==> src/rtl/imem_loader.sv <==
// Instruction-memory loader: packs a little-endian byte stream into 32-bit words,
// writes them to sequential word addresses and holds the core in reset until done.
module imem_loader #(
    parameter int ADDR_WIDTH = 6
) (
    input  logic                  clk,
    input  logic                  rst,
    input  logic                  start,
    input  logic [ADDR_WIDTH:0]   len_words,
    input  logic                  s_valid,
    input  logic [7:0]            s_data,
    output logic                  s_ready,
    output logic                  mem_we,
    output logic [ADDR_WIDTH-1:0] mem_addr,
    output logic [31:0]           mem_wdata,
    output logic                  cpu_rst_n,
    output logic                  busy,
    output logic                  done,
    output logic                  err
);
    typedef enum logic [1:0] {S_IDLE, S_RECV, S_WRITE, S_DONE} state_t;

    localparam logic [ADDR_WIDTH:0] LEN_MAX = {1'b1, {ADDR_WIDTH{1'b0}}};

    state_t                r_state;
    logic [ADDR_WIDTH:0]   r_len;
    logic [ADDR_WIDTH:0]   r_word_cnt;
    logic [1:0]            r_byte_cnt;
    logic [7:0]            r_lane [3];
    logic                  r_s_ready;
    logic                  r_mem_we;
    logic [ADDR_WIDTH-1:0] r_mem_addr;
    logic [31:0]           r_mem_wdata;
    logic                  r_cpu_rst_n;
    logic                  r_busy;
    logic                  r_done;
    logic                  r_err;

    logic                  w_hs;
    logic                  w_len_ok;
    logic [ADDR_WIDTH:0]   w_word_cnt_inc;

    assign w_hs           = s_valid & r_s_ready;
    assign w_len_ok       = (len_words != '0) && (len_words <= LEN_MAX);
    assign w_word_cnt_inc = r_word_cnt + {{ADDR_WIDTH{1'b0}}, 1'b1};

    // Lanes 0..2 are buffered; lane 3 goes straight into the write word.
    generate
        for (genvar gi = 0; gi < 3; gi++) begin : g_lane
            always_ff @(posedge clk) begin
                if (rst) begin
                    r_lane[gi] <= 8'h00;
                end else if (w_hs && (r_byte_cnt == 2'(gi))) begin
                    r_lane[gi] <= s_data;
                end
            end
        end
    endgenerate

    always_ff @(posedge clk) begin
        if (rst) begin
            r_state     <= S_IDLE;
            r_len       <= '0;
            r_word_cnt  <= '0;
            r_byte_cnt  <= 2'd0;
            r_s_ready   <= 1'b0;
            r_mem_we    <= 1'b0;
            r_mem_addr  <= '0;
            r_mem_wdata <= 32'h0;
            r_cpu_rst_n <= 1'b0;
            r_busy      <= 1'b0;
            r_done      <= 1'b0;
            r_err       <= 1'b0;
        end else begin
            case (r_state)
                S_IDLE: begin
                    if (start) begin
                        if (w_len_ok) begin
                            r_len       <= len_words;
                            r_word_cnt  <= '0;
                            r_byte_cnt  <= 2'd0;
                            r_err       <= 1'b0;
                            r_cpu_rst_n <= 1'b0;
                            r_busy      <= 1'b1;
                            r_s_ready   <= 1'b1;
                            r_state     <= S_RECV;
                        end else begin
                            r_err <= 1'b1;
                        end
                    end
                end
                S_RECV: begin
                    if (w_hs) begin
                        r_byte_cnt <= r_byte_cnt + 2'd1;
                        if (r_byte_cnt == 2'd3) begin
                            r_mem_wdata <= {s_data, r_lane[2], r_lane[1], r_lane[0]};
                            r_mem_addr  <= r_word_cnt[ADDR_WIDTH-1:0];
                            r_mem_we    <= 1'b1;
                            r_s_ready   <= 1'b0;
                            r_state     <= S_WRITE;
                        end
                    end
                end
                S_WRITE: begin
                    r_mem_we   <= 1'b0;
                    r_word_cnt <= w_word_cnt_inc;
                    if (w_word_cnt_inc == r_len) begin
                        r_done  <= 1'b1;
                        r_state <= S_DONE;
                    end else begin
                        r_s_ready <= 1'b1;
                        r_state   <= S_RECV;
                    end
                end
                S_DONE: begin
                    r_done      <= 1'b0;
                    r_busy      <= 1'b0;
                    r_cpu_rst_n <= 1'b1;
                    r_state     <= S_IDLE;
                end
                default: r_state <= S_IDLE;
            endcase
        end
    end

    assign s_ready   = r_s_ready;
    assign mem_we    = r_mem_we;
    assign mem_addr  = r_mem_addr;
    assign mem_wdata = r_mem_wdata;
    assign cpu_rst_n = r_cpu_rst_n;
    assign busy      = r_busy;
    assign done      = r_done;
    assign err       = r_err;
endmodule

==> config.mk <==
export PLATFORM = sky130hd
export DESIGN_NAME = imem_loader
export DESIGN_NICKNAME = d
export VERILOG_FILES = /design/src/rtl/imem_loader.sv
export SDC_FILE = /design/constraint.sdc
export NUM_CORES = 1
export LEC_CHECK = 0
export ABC_AREA = 1
export BUFFER_PORTS_ARGS = -buffer_cell sky130_fd_sc_hd__buf_4
export CORE_MARGIN = 3
export CORE_UTILIZATION = 43
export CTS_CLUSTER_SIZE = 10
export DETAILED_ROUTE_END_ITERATION = 8
export PLACE_DENSITY = 0.6
export SLEW_MARGIN = 30
export SYNTH_ARGS = -nofsm -noshare
export SYNTH_HDL_FRONTEND = slang
export SYNTH_SLANG_ARGS = --single-unit
==> constraint.sdc <==
create_clock -name clk -period 1.8 [get_ports clk]
set_clock_uncertainty 0.15 [all_clocks]
set_input_delay 0 -clock clk [delete_from_list [all_inputs] [get_ports clk]]
set_output_delay 0 -clock clk [all_outputs]
set_load 0.01 [all_outputs]
# After elaboration in Yosys (flattened, before gate mapping)
# Memories as Yosys holds them, arrays and structs flattened. A register that Yosys moved wholly into a read port is not among the register bits.
# Index checks and enable logic that the tools add are counted.
# word_totals
ff_bits	62
mem_bits_rw	24
inputBits	19
out_inout_bits	44
wordCells	99
mem_count	1
# mem_list
name	depth	word_bits	read_ports	rd_ports_with_merged_regs	write_ports	line	text
r_lane	3	8	3	3	3	29	logic [7:0] r_lane [3];
# op_classes
add_sub_neg	2
n_lt_le_gt_ge	1
n_eq_ne	13
n_mux	43
bitwise	4
n_reduce_logical	23
# ops
operator	count
2-to-1 mux 8 bit	3
2-to-1 mux 1 bit	22
2-to-1 mux 2 bit	8
AND reduction 3 bit	5
2-to-1 mux 7 bit	2
one-hot mux 7 bit (2 select lines)	1
inequality test 2 bit (second input constant)	6
nonzero test 2 bit	5
== test 2 bit (second input constant)	4
one-hot mux 1 bit (2 select lines)	4
one-hot mux 2 bit (4 select lines)	1
AND reduction 4 bit	2
adder 7 x 1 -> 7 bit (second input constant)	1
== test 7 bit	1
<= comparator 7 bit (second input constant)	1
nonzero test 7 bit	1
AND reduction 6 bit	1
== test 2 x 1 -> 1 bit (second input constant)	2
logical AND 1 bit	4
logical NOT 2 bit	2
one-hot mux 2 bit (2 select lines)	1
AND reduction 2 bit	2
OR 1 bit	3
one-hot mux 1 bit (3 select lines)	1
3 further kinds	3

# Longest topological paths before layout
# Gate-level depths: netlist (run 1).
# logic_depth
ltp_word	6
mapped_depth	12
depth_no_buf	12

# Worst setup path after synthesis (run 1)
# OpenSTA, ideal clock, no wires.
# synth_path
path_type	flip-flop to flip-flop
from	register r_word_cnt[0]
to	register r_s_ready (netlist: s_ready)
setup_ns	0.116
arrival_ns	1.305
required_time_ns	1.534
path_slack_ns	0.228
stages_incl_launch_ff	13
path_buffers	0
period_less_slack_ns	1.572
path_cell_list	dfxtp_1 -> ha_1 -> nand2_1 -> nor2_1 -> nand2_1 -> nand2_1 -> nand2_1 -> nand2_1 -> nand2_1 -> nor2_1 -> nand2_1 -> nand3_1 -> a21oi_1
# synth_between
elab_chain_len	4
# synth_lines
item	line	text
start: declaration	27	logic [ADDR_WIDTH:0] r_word_cnt;
start signal: assignment	106	r_word_cnt <= w_word_cnt_inc;
adder 7 x 1 -> 7 bit	45	assign w_word_cnt_inc = r_word_cnt + {{ADDR_WIDTH{1'b0}}, 1'b1};
== test 7 bit	107	if (w_word_cnt_inc == r_len) begin
inequality test 2 bit (no source line)	n/a	
AND reduction 6 bit (no source line)	n/a	
end signal: assignment	66	r_s_ready <= 1'b0;
end signal: assignment	99	r_s_ready <= 1'b0;
end signal: assignment	111	r_s_ready <= 1'b1;
end: declaration	30	logic r_s_ready;
# Every way passes these cells.
# A chain may end at the register's enable or synchronous reset.

# Worst setup path after layout (run 1)
# layout_path
from	register r_state[1]
to	register r_cpu_rst_n (netlist: cpu_rst_n)
# layout_between
elab_chain_len	3
word_cells_on_any_way	7
classes_between	3 x eq/ne; 1 x mux; 3 x reduce/logical
# layout_lines
item	line	text
start: declaration	25	state_t r_state;
start signal: assignment	62	r_state <= S_IDLE;
start signal: assignment	86	r_state <= S_RECV;
start signal: assignment	100	r_state <= S_WRITE;
== test 2 bit / logical NOT 2 bit (equally long branches)	75	case (r_state)
nonzero test 2 bit (no source line) / inequality test 2 bit (equally long branches)	n/a	
AND reduction 3 bit (no source line)	n/a	
end signal: assignment	70	r_cpu_rst_n <= 1'b0;
end signal: assignment	83	r_cpu_rst_n <= 1'b0;
end signal: assignment	118	r_cpu_rst_n <= 1'b1;
end: declaration	34	logic r_cpu_rst_n;
# Several ways; a longest one is shown, not always the timed one.

==> impl_metrics.toml, run 1 <==
[synthesis]
synthesis.nets = 428
ys_seq_elements = 86
syn_area_per_cell_sq_um = 8.37
syn_area_sq_um = 3380
syn_inst = 404
yosysSeqAreaShare_pct = 58.0
yosysWarnings = 0
synth_cell_types = 26

[placement]
dp_cells = 559
portBuffers = 62
post-place-ws_ns = 0.0280
dp_hpwl_mm = 5.49
gp_congestion = 0.852

[power]
combPwrFrac_pct = 20.0
irDropWorstVdd_v = 0.000589
p_per_area_nw_per_um2 = 965
clkPwrFrac_pct = 27.6
p_switching_uw = 1280
power.leakage_uw = 0.00197
netSwitchingFraction_pct = 30.1
internal_power_uw = 2960
seqPwrFrac_pct = 52.4

[global_route]
grt_max_degree = 32
antenna_found_initial = 0
grt_usage_pct = 19.0
overflow = 0
grt_pass1_vias = 2713
grt_first_pass_wirelength_mm = 13.0

[setup_path]
rr_endpoint = "cpu_rst_n"
reg2reg_slack_ns = 0.06
cp_top_family = "simple AND/OR/NAND/NOR gates"
crit_arrival_ns = 1.89
worstPathMaxFanout = 6
crit_required_ns = 1.94
cp_num_buf_inv = 1
slowest_stage = "dfxtp_2"
critPathMaxStageDelay_ns = 0.36
rr_worst_depth = 6
start_kind = "flip-flop"
crit_type = "flip-flop to flip-flop"
endpoint_kind = "flip-flop"
critical_path.cell_chain = "nor2_1 > nand3_1 > nand4_1 > buf_4 > nand2_1 > a21oi_1"
r2r-start = "r_state[1]"

[layout]
layout-drive-gt1-share_pct = 20.4
diodes = 0
n_fill_cell = 703
fin_nets = 518
area_growth_pct = 29.8
fin_cells = 598
final_cell_mix = "nor2_1 (97), buf_4 (73), dfxtp_1 (58)"
final_common_cell = "nor2_1"

[clock_network]
clk_pin_slew_ns = 0.08
cts-root-buf = "clkbuf_8"
tritoncts = "done"
cts_sinks = 86
worstSkewPairLatency_ns = 0.36
numCtsBuffers = 9
htreeDepth = 3
ctsLongestPathBuffers = 2

[sta]
worst_pin_slew_ns = 0.467
max_freq_ghz = 0.573
report.final.slew_viol_count = 0
finalSetupViolations = 0
period_share_pct = 96.9
hold_viol = 0
whs_ns = 0.316
finalWorstSetupSlack_ns = 0.0562
min_period_ns = 1.74
tns_ns = 0
slew-limit-headroom_pct = 68.8
rsz0062_at_grt = "true"

[drt]
num_vias = 2874
drc = 0
routed_wl_mm = 7.97
drtAntennaViolNets = 0
viasPerCell = 4.81
drt_iter0_drc = 125
firstDrtPassIters = 4
wl_per_cell_um = 13.3

[worst_hold_path]
holdPathStages = 2
min_to = "cpu_rst_n"
hold_class = "flip-flop to flip-flop"
hold_start = "cpu_rst_n"

[job]
max_cap_violations = 0

[floorplan]
core_sq_um = 7450
rows = 31
dieArea_sq_um = 8970
start_util_pct = 45.4
die-width_um = 94.7
die_h_um = 94.7
io_pins = 63

[status]
status = "completed"
## per-layer routing
layer  track usage (%)  vias up  routed length [um]
met5                 0        -                   0
met4              8.89        0                 100
met3              4.30        7                 431
met2              27.2       63                3520
met1              27.2     1307                3910
li1                  -     1497                   -
## cell families (layout without fill, tap and decap cells)
group	Yosys count	in the layout	synth area share, %
AND/OR/NAND/NOR	174	175	20.7
adder cells (fa/ha/maj)	5	5	1.85
AO/OA/AOI/OAI	86	86	12.8
flip-flops	86	86	58.0
XOR/XNOR	2	2	0.518
buffers and inverters	51	145	6.07
## layout make-up
type / instances / area [sq um] / area share [%]
timing repair buffer: 93 / 753 / 17.2
multi-input combinational: 268 / 1240 / 28.2
sequential: 86 / 1970 / 44.9
clock inverter: 6 / 37.5 / 0.855
tap: 99 / 124 / 2.82
inverter: 36 / 139 / 3.16
clock buffer: 10 / 128 / 2.91
## cells in the mapped netlist, drive strengths merged
master / instances / area share [%]
nor2: 99 / 11
inv: 34 / 3.8
buf: 11 / 1.6
a31oi: 1 / 0.19
clkbuf: 4 / 0.48
ha: 5 / 1.8
clkinv: 2 / 0.22
nor3: 1 / 0.48
o22ai: 2 / 0.37
dfxtp: 62 / 37
a21oi: 36 / 5.3
nand4: 2 / 0.37
xor2: 1 / 0.26
o21ai: 47 / 7.0
or2: 1 / 0.19
nand2: 52 / 5.8
edfxtp: 24 / 21
nand3: 19 / 2.8
xnor2: 1 / 0.26
## power by group through the flow
| stage | clock network [uW] | logic, uW | registers (uW) |
|---|---|---|---|
| after global routing | 1280 | 947 | 2240 |
| after detailed placement | 0 | 744 | 2260 |
| after global placement | 0 | 740 | 2260 |
| final | 1170 | 846 | 2220 |
| after CTS | 1200 | 778 | 2210 |
| after floorplan | 0 | 471 | 2260 |
## sequential cells by signal, summed over array words and instances (netlist names)
signal	cells
err	1
r_byte_cnt	2
mem_addr	6
r_len	7
mem_we	1
cpu_rst_n	1
s_ready	1
r_lane	24
done	1
r_state	2
busy	1
r_word_cnt	7
mem_wdata	32
## what timing repair did
item,in CTS,in global routing
endpoints found under the setup margin,0,29
endpoints found under the hold margin,54,0
hold buffers,19,0
buffers inserted,0,3
gates resized for setup,0,13
## stage by stage
stage | instance area [sq um] | power, uW | util [%]
final | 4390 | 4240 | 59.0
after CTS | 4330 | 4200 | 58.1
after detailed placement | 3970 | 3000 | 53.3
after global routing | 4390 | 4460 | 59.0
after global placement | 3970 | 2990 | 53.3
after floorplan | 3380 | 2730 | -
## how the worst max path moves through the flow
stage	from	depth (start not counted)	endpoint	slack, ns
6_report	r_state[1]	6	cpu_rst_n	0.06
5_1_grt	r_state[0]	7	mem_addr[0]	-0.05
4_1_cts	r_word_cnt[1]	12	s_ready	0.0008
3_5_place_dp	r_word_cnt[1]	12	s_ready	0.03
3_3_place_gp	s_ready	7	r_word_cnt[1]	0.06
2_1_floorplan	r_word_cnt[0]	12	s_ready	0.23
## tightest hold or removal path, stage by stage (launching register included)
cell     delay, ns
dfxtp_1       0.32
nand2_1       0.06
a21oi_1       0.05
Power figures use the tool's default switching activity.
==> inputs of run 2 (changes only) <==
- BUFFER_PORTS_ARGS: -buffer_cell sky130_fd_sc_hd__buf_4 -> default
- CORE_UTILIZATION: 43 -> 62
- DONT_BUFFER_PORTS: default -> 1
- PLACE_DENSITY: 0.6 -> 0.74
==> impl_metrics.toml, run 2 (synthesized netlist as in run 1, its figures left out) <==
[status]
status = "completed"

[setup_path]
worst-path-stages = 8
rr_worst_depth = 8
slowest_stage = "dfxtp_2"
endpoint_kind = "flip-flop"
crit_required_ns = 1.94
reg2reg_slack_ns = 0.06
start_kind = "flip-flop"
worstPathMaxFanout = 10
crit_arrival_ns = 1.87
critPathMaxStageDelay_ns = 0.36
crit_type = "flip-flop to flip-flop"
cpMostUsedCell = "inv_2"
cp_num_buf_inv = 4
cp_top_family = "buffers and inverters"
critical_path.cell_chain = "inv_2 > nor2_2 > inv_2 > nor3_4 > buf_4 > buf_2 > o21ai_0 > a21oi_1"

[clock_network]
ctsLongestPathBuffers = 2
worstSkewPairLatency_ns = 0.35
htreeDepth = 3
cts_sinks = 86
numCtsBuffers = 9
cts-root-buf = "clkbuf_8"
tritoncts = "done"
clk_pin_slew_ns = 0.09

[layout]
diodes = 0
final_util_pct = 75.5
stdcell_area_sq_um = 3930
layout-drive-gt1-share_pct = 8.92
area_growth_pct = 16.2
fin_cells = 507
final_common_cell = "nor2_1"
fin_nets = 456
largest_reg_flops = 32
final_cell_mix = "nor2_1 (96), dfxtp_1 (57), nand2_1 (50)"

[floorplan]
core_sq_um = 5200
rows = 26
dieArea_sq_um = 6380
die-width_um = 79.9
io_pins = 63
start_util_pct = 65.0
die_h_um = 79.9

[power]
p_per_area_nw_per_um2 = 1080
seqPwrFrac_pct = 53.2
p_switching_uw = 1260
combPwrFrac_pct = 16.8
netSwitchingFraction_pct = 29.8
clkPwrFrac_pct = 30.0
internal_power_uw = 2970
irDropWorstVdd_v = 0.000736
power.leakage_uw = 0.00166

[global_route]
grt_usage_pct = 25.6
grt_max_degree = 37
overflow = 0
grt_pass1_vias = 2619
grt_first_pass_wirelength_mm = 12.5
antenna_found_initial = 0

[sta]
hold_viol = 0
period_share_pct = 96.6
max_freq_ghz = 0.575
finalWorstSetupSlack_ns = 0.0618
slew-limit-headroom_pct = 65.9
finalSetupViolations = 0
min_period_ns = 1.74
rsz0062_at_grt = "true"
worst_pin_slew_ns = 0.510
report.final.slew_viol_count = 0

[drt]
drc = 0
viasPerCell = 5.65
routed_wl_mm = 8.02
drt_iter0_drc = 285
firstDrtPassIters = 6
wl_per_cell_um = 15.8
num_vias = 2865
drtAntennaViolNets = 0

[worst_hold_path]
holdPathStages = 6
hold_class = "primary input to flip-flop"

[placement]
place_area_sq_um = 3450
gp_congestion = 0.922
dp_cells = 466
portBuffers = 0
post-place-ws_ns = 0.0267
dp_hpwl_mm = 4.88

[job]
max_cap_violations = 0
-- run 2: changes by cell type in the layout (fill, tap and decap cells not counted), sizes merged --
cell / change
dlygate4sd3: +4
buf: -65
clkinvlp: -1
clkinv: -1
nand4: -1
clkbuf: +2
-- run 2: through the flow --
| stage | TNS, ns | total power [uW] | hold WS [ns] |
|---|---|---|---|
| final | 0 | 4230 | 0.0258 |
| after global routing | -0.119 | 4430 | 0.113 |
| after CTS | 0 | 4180 | 0.0195 |
| after detailed placement | 0 | 2890 | -0.0764 |
| after global placement | 0 | 2880 | -0.0781 |
| after floorplan | 0 | 2730 | -0.0809 |
-- run 2: final cells by class --
cell class	count	area [sq um]
clock buffer	12	155
clock inverter	4	28.8
fill	379	1270
inverter	36	138
multi-input combinational	267	1240
sequential	86	1970
tap	70	87.6
timing repair buffer	32	307
-- run 2: path summary, 6_finish.rpt --
path	start	endpoint
hold reg to reg	r_lane[1][3]	mem_wdata[11]
setup reg to reg	r_state[0]	mem_addr[4]
hold / removal	start	r_state[1]
setup / recovery	r_state[0]	mem_addr[4]
-- run 2: repair_timing --
| item | CTS | global route |
|---|---|---|
| hold buffers | 23 | 0 |
| resized for setup | 1 | 18 |
| buffers inserted | 0 | 1 |
| pin swaps | 0 | 2 |
| endpoints found under the setup margin | 1 | 31 |
| endpoints found under the hold margin | 57 | 0 |
| cloned | 0 | 1 |
-- run 2: tightest hold or removal path: cells and delay by family --
kind / cells / cell delay [ns]
and+or+nand+nor: 2 / 0.14
AOI/OAI and AO/OA: 3 / 0.26
buffers and inverters: 1 / 0.09
-- run 2: layer usage --
metal	up-vias	global-route usage, %	share of wire, %
met5	-	0	0
met4	0	10.5	1.6
met3	13	6.77	7.5
met2	113	38.1	45
met1	1360	35.6	46
li1	1379	-	-
-- run 2: power groups by stage --
stage                     clock [uW]  sequential [uW]  combinational, uW
final                           1270             2250                712
after global routing            1360             2270                801
after CTS                       1270             2230                680
after detailed placement           0             2280                615
after global placement             0             2270                605
after floorplan                    0             2260                471
